<file path="config.mk">
export PLATFORM = sky130hd
export DESIGN_NAME = uart_rx_8n1
export DESIGN_NICKNAME = d
export VERILOG_FILES = /design/src/rtl/uart_pkg.sv /design/src/rtl/sync_2ff.sv /design/src/rtl/uart_rx_8n1.sv
export SDC_FILE = /design/constraint.sdc
export NUM_CORES = 1
export LEC_CHECK = 0
export ABC_AREA = 1
export BUFFER_PORTS_ARGS = -buffer_cell sky130_fd_sc_hd__buf_2
export CAP_MARGIN = 25
export CORE_MARGIN = 1
export CORE_UTILIZATION = 54
export CTS_BUF_LIST = sky130_fd_sc_hd__clkbuf_4 sky130_fd_sc_hd__clkbuf_8
export CTS_CLUSTER_DIAMETER = 50
export DETAILED_ROUTE_END_ITERATION = 16
export GPL_ROUTABILITY_DRIVEN = 0
export GPL_TIMING_DRIVEN = 0
export PLACE_DENSITY = 0.79
export SYNTH_ARGS = -nofsm -noshare
export SYNTH_HDL_FRONTEND = slang
export SYNTH_SLANG_ARGS = --single-unit
export TNS_END_PERCENT = 30
</file>
<file path="constraint.sdc">
create_clock -name clk -period 1.5 [get_ports clk]
set_input_delay 0.225 -clock clk [delete_from_list [all_inputs] [get_ports clk]]
set_output_delay 0.225 -clock clk [all_outputs]
set_load 0.1 [all_outputs]
</file>
<file path="src/rtl/uart_pkg.sv">
// Shared UART definitions: receiver/transmitter FSM states and frame constants.
package uart_pkg;

  localparam int UART_DATA_BITS = 8;

  typedef enum logic [2:0] {
    IDLE  = 3'd0,
    START = 3'd1,
    DATA  = 3'd2,
    STOP  = 3'd3,
    BREAK = 3'd4
  } uart_state_e;

endpackage : uart_pkg

</file>
<file path="src/rtl/sync_2ff.sv">
// Two-flop synchroniser for a single asynchronous bit with a configurable reset level.
module sync_2ff #(
  parameter logic RESET_VAL = 1'b1
) (
  input  logic clk,
  input  logic rst,
  input  logic d_i,
  output logic q_o
);

  logic meta_q;
  logic sync_q;

  // Two back-to-back flops; only sync_q is safe to use in the clk domain.
  always_ff @(posedge clk) begin
    if (rst) begin
      meta_q <= RESET_VAL;
      sync_q <= RESET_VAL;
    end else begin
      meta_q <= d_i;
      sync_q <= meta_q;
    end
  end

  assign q_o = sync_q;

endmodule : sync_2ff

</file>
<file path="src/rtl/uart_rx_8n1.sv">
// 8N1 UART receiver: synchronised rx, half-bit start check, mid-bit data
// sampling, stop-bit validation and a 1-entry valid/ready output register.
module uart_rx_8n1
  import uart_pkg::*;
#(
  parameter int CLKS_PER_BIT = 4
) (
  input  logic                      clk,
  input  logic                      rst,
  input  logic                      rx,
  output logic [UART_DATA_BITS-1:0] data_o,
  output logic                      valid_o,
  input  logic                      ready_i,
  output logic                      busy_o,
  output logic                      frame_err_o,
  output logic                      overrun_o
);

  localparam int H  = CLKS_PER_BIT / 2;
  localparam int CW = $clog2(CLKS_PER_BIT);

  localparam logic [CW-1:0] CNT_HALF = CW'(H - 1);
  localparam logic [CW-1:0] CNT_FULL = CW'(CLKS_PER_BIT - 1);
  localparam logic [2:0]    IDX_LAST = 3'(UART_DATA_BITS - 1);

  logic                      rx_s;
  uart_state_e               state_q;
  logic [CW-1:0]             cnt_q;
  logic [2:0]                idx_q;
  logic [UART_DATA_BITS-1:0] shift_q;
  logic [UART_DATA_BITS-1:0] data_q;
  logic                      valid_q;
  logic                      frame_err_q;
  logic                      overrun_q;

  sync_2ff #(
    .RESET_VAL(1'b1)
  ) u_rx_sync (
    .clk (clk),
    .rst (rst),
    .d_i (rx),
    .q_o (rx_s)
  );

  // Frame FSM plus holding register; error flags are one-cycle pulses.
  always_ff @(posedge clk) begin
    if (rst) begin
      state_q     <= IDLE;
      cnt_q       <= '0;
      idx_q       <= '0;
      shift_q     <= '0;
      data_q      <= '0;
      valid_q     <= 1'b0;
      frame_err_q <= 1'b0;
      overrun_q   <= 1'b0;
    end else begin
      frame_err_q <= 1'b0;
      overrun_q   <= 1'b0;

      // A pop frees the slot; a completion later in this block may refill it.
      if (valid_q && ready_i) begin
        valid_q <= 1'b0;
      end

      case (state_q)
        IDLE: begin
          if (!rx_s) begin
            state_q <= START;
            cnt_q   <= '0;
          end
        end

        START: begin
          if (cnt_q == CNT_HALF) begin
            cnt_q <= '0;
            idx_q <= '0;
            // Line back high at mid start bit means it was a glitch.
            state_q <= rx_s ? IDLE : DATA;
          end else begin
            cnt_q <= cnt_q + CW'(1);
          end
        end

        DATA: begin
          if (cnt_q == CNT_FULL) begin
            cnt_q   <= '0;
            // LSB arrives first, so shift right from the top.
            shift_q <= {rx_s, shift_q[UART_DATA_BITS-1:1]};
            idx_q   <= idx_q + 3'd1;
            if (idx_q == IDX_LAST) begin
              state_q <= STOP;
            end
          end else begin
            cnt_q <= cnt_q + CW'(1);
          end
        end

        STOP: begin
          if (cnt_q == CNT_FULL) begin
            cnt_q <= '0;
            if (rx_s) begin
              if (!valid_q || ready_i) begin
                data_q  <= shift_q;
                valid_q <= 1'b1;
              end else begin
                overrun_q <= 1'b1;
              end
              state_q <= IDLE;
            end else begin
              frame_err_q <= 1'b1;
              state_q     <= BREAK;
            end
          end else begin
            cnt_q <= cnt_q + CW'(1);
          end
        end

        BREAK: begin
          // Hold here so a line stuck low reports only one framing error.
          if (rx_s) begin
            state_q <= IDLE;
          end
        end

        default: state_q <= IDLE;
      endcase
    end
  end

  assign data_o      = data_q;
  assign valid_o     = valid_q;
  assign busy_o      = (state_q != IDLE);
  assign frame_err_o = frame_err_q;
  assign overrun_o   = overrun_q;

endmodule : uart_rx_8n1

</file>
==> run metrics <==
worst skew pair latency=320 ps; setup_tns=0 ps; area of the core=2212 µm²; Post-Syn Area=1270 µm²; Least-Margin Pin Slew=486.6 ps; CTS clk-pin slew, worst paths=90 ps; largest family of logic cells by synthesized area=simple AND/OR/NAND/NOR gates; Mean Syn Cell Area=7.937 µm²; Hold-fix buffers, CTS=0; Final Critical Period=1403 ps; Initial DRT Pass Iterations=4; Setup violations, final=0; global-route wire length before repair=4.091 mm; pwr dens=1679 nW/µm²; clock network power share=27.3%; final hold violations=0; worst-path cell chain=nor2_4 -> nand2_1 -> buf_6; RSZ-0062 raised after global routing=false; Starting DRT DRC Count=11; peak per-stage delay on the critical path=470 ps; share of cells above drive strength 1=26.78%; DRC errors left=0; Routed Antenna Nets=0; gr ovfl total=0; wire length per cell=11.22 µm; CTS tree=done; Final Cycle Share=93.54%; post-synthesis adder-cell area fraction=5.911%; row count=17; I/O Buffers=15; share of the synthesized area in the top cell type=45.71%; kind of critical path=reg -> out; largest net degree at the start of global routing=11; VDD IR max=1.609 mV; Pleak=0.0006838 µW; Synth cell types=25; Worst Path Arrival=1180 ps; MaxCap Viol Count=0; Compound-Gate Fraction of Synth Area=17.83%; vias per cell=5.109; CTS sink count=29; CP endpoint kind=output pin; sequential share of the synthesized area=45.71%; internal power=1543 µW; Clock Skews=13.99 ps; Post-Synth Simple-Gate Area=20.79%; delay-heaviest family, CP=flip-flops; HP Class=in -> reg; placed wire-length estimate=1.752 mm; Die W=50.50 µm; vias in the first global route=965; Psw=954.6 µW; Area Overhead vs Synth=17.14%; critical path buffer and inverter count=1; post-layout util=67.25%; GRT Total Usage=21.69%; sequential share of power=38.1%; mux share of post-synthesis cell area=0%; CP max stage cell=dfxtp_1; Hold Crit Depth=2; vias=1078; flops & latches, synth=29; Setup Buffers After CTS=0; Chip Height=50.50 µm; Synth area leader=dfxtp_1; ranking of synthesized cells by area=dfxtp_1 46%, o21ai_1 7.1%, a21oi_1 6.7%; worst path required time=1270 ps; Initial Utilization=57.41%; final net count=192; status=complete, no violations; stages on the worst setup path=3; antenna cells=0; detailed-route wire length=2.367 mm; CTS Buffer Depth=2; worst reg-to-reg path cell count=5; H-tree Lvls=2; initial antenna violation count=0; xor/xnor share of the synthesized area=0%; Max Freq=712.7 MHz; Num CTS Buffers=5; Gate Count Post-Synth=160; I/O Pins=16; Gate power share=34.6%; clock root buffer=clkbuf_4; Synthesis Warnings=0; Slew Limit Fails=0; Die ar.=2550 µm²; worst relative slew slack=67.78%; crit path launch type=flop; sw frac=38.22%; Worst Path Max Fanout=5; syn_nets=170
## power by group through the flow
stage | combinational (µW) | sequential (µW) | clock (µW)
4_1_cts | 843 | 942 | 692
3_3_place_gp | 794 | 952 | 0
6_report | 864 | 951 | 682
3_5_place_dp | 825 | 959 | 0
5_1_grt | 978 | 962 | 728
2_1_floorplan | 696 | 941 | 0
## registers in the layout, indices dropped and copies added, names as in the netlist
register,flops
u_rx_sync.meta_q,1
overrun_o,1
idx_q,3
data_o,8
valid_o,1
u_rx_sync.q_o,1
cnt_q,2
frame_err_o,1
shift_q,8
state_q,3
## timing repair
| item | CTS | global route |
|---|---|---|
| pin swaps | 0 | 0 |
| gates resized for setup | 1 | 4 |
| endpoints found under the setup margin | 1 | 3 |
## area by class of cell
| class | count | area (µm²) |
|---|---|---|
| multi-input cells | 102 | 575.6 |
| inverters | 24 | 90.09 |
| well taps | 28 | 35.03 |
| clock inverters | 1 | 30.03 |
| fillers | 206 | 724.4 |
| plain buffers | 5 | 33.78 |
| clock buffers | 7 | 58.81 |
| flip-flops and latches | 29 | 583.1 |
| repair buffers | 15 | 81.33 |
## worst paths after layout
check / start / endpoint / slack (ps)
worst min register to register: u_rx_sync.meta_q$_SDFF_PP1_ / u_rx_sync.q_o$_SDFF_PP1_ / 420
worst max-delay path: state_q[0]$_SDFFE_PP0P_ / busy_o / 100
worst min-delay path: rx / u_rx_sync.meta_q$_SDFF_PP1_ / 90
worst max register to register: cnt_q[1]$_SDFFE_PP0P_ / shift_q[6]$_SDFFE_PP0P_ / 120
## cells in the mapped netlist (all sizes together)
cell type,n
ha,6
nand4,1
nor4,1
nand3,6
dfxtp,29
or2,2
nor2,26
o21ai,22
clkbuf,2
inv,24
a21oi,19
buf,3
o22ai,1
nand2,18
## per-layer routing
| metal | part of all wire, % | vias to the layer above | global-route usage [%] |
|---|---|---|---|
| li1 | - | 564 | - |
| met1 | 49 | 490 | 27.72 |
| met2 | 45 | 18 | 32.00 |
| met3 | 3.3 | 6 | 6.364 |
| met4 | 2.3 | 0 | 12.96 |
| met5 | 0 | - | 0 |
## cell families after synthesis
| family | after synthesis |
|---|---|
| adders and majority gates | 6 |
| AOI/OAI and AO/OA | 42 |
| DFF | 29 |
| and+or+nand+nor | 54 |
| buffers and inverters | 29 |
## through the flow
step           std cells  total power [µW]  instance area (µm²)  hold WS [ps]  setup WS, ps
3_5_place_dp         203              1784                 1381         411.6         108.9
2_1_floorplan        160              1638                 1271         294.1         68.45
6_report             211              2497                 1488         88.73         96.90
4_1_cts              211              2478                 1473         84.74         11.21
5_1_grt              211              2668                 1488         88.80         14.29
3_3_place_gp         203              1746                 1381         400.8         151.3
## cell usage in the layout, fill, tap and decap left out
cell type / count
or2_2: 2
nor2_2: 2
buf_6: 1
o21ai_1: 18
nand2_1: 17
o22ai_1: 1
bufinv_16: 1
nor2_1: 21
buf_8: 1
buf_2: 16
clkbuf_4: 6
o21ai_2: 2
nor4_1: 1
dfxtp_2: 2
clkbuf_2: 1
clkbuf_1: 1
o21ai_0: 2
nor2_8: 1
nand4_1: 1
a21oi_1: 17
dfxtp_1: 27
inv_1: 19
clkbuf_8: 1
inv_2: 5
nor2_4: 2
a21oi_2: 2
nand3_1: 3
ha_1: 6
nand3_2: 3
nand2_2: 1
## worst reg2reg max path: stages, from the launching register on
cell	delay (ps)
dfxtp_1	420
ha_1	230
nand3_2	180
buf_2	240
o21ai_1	150
a21oi_1	50
No activity file was read; power rests on OpenSTA's default activity.
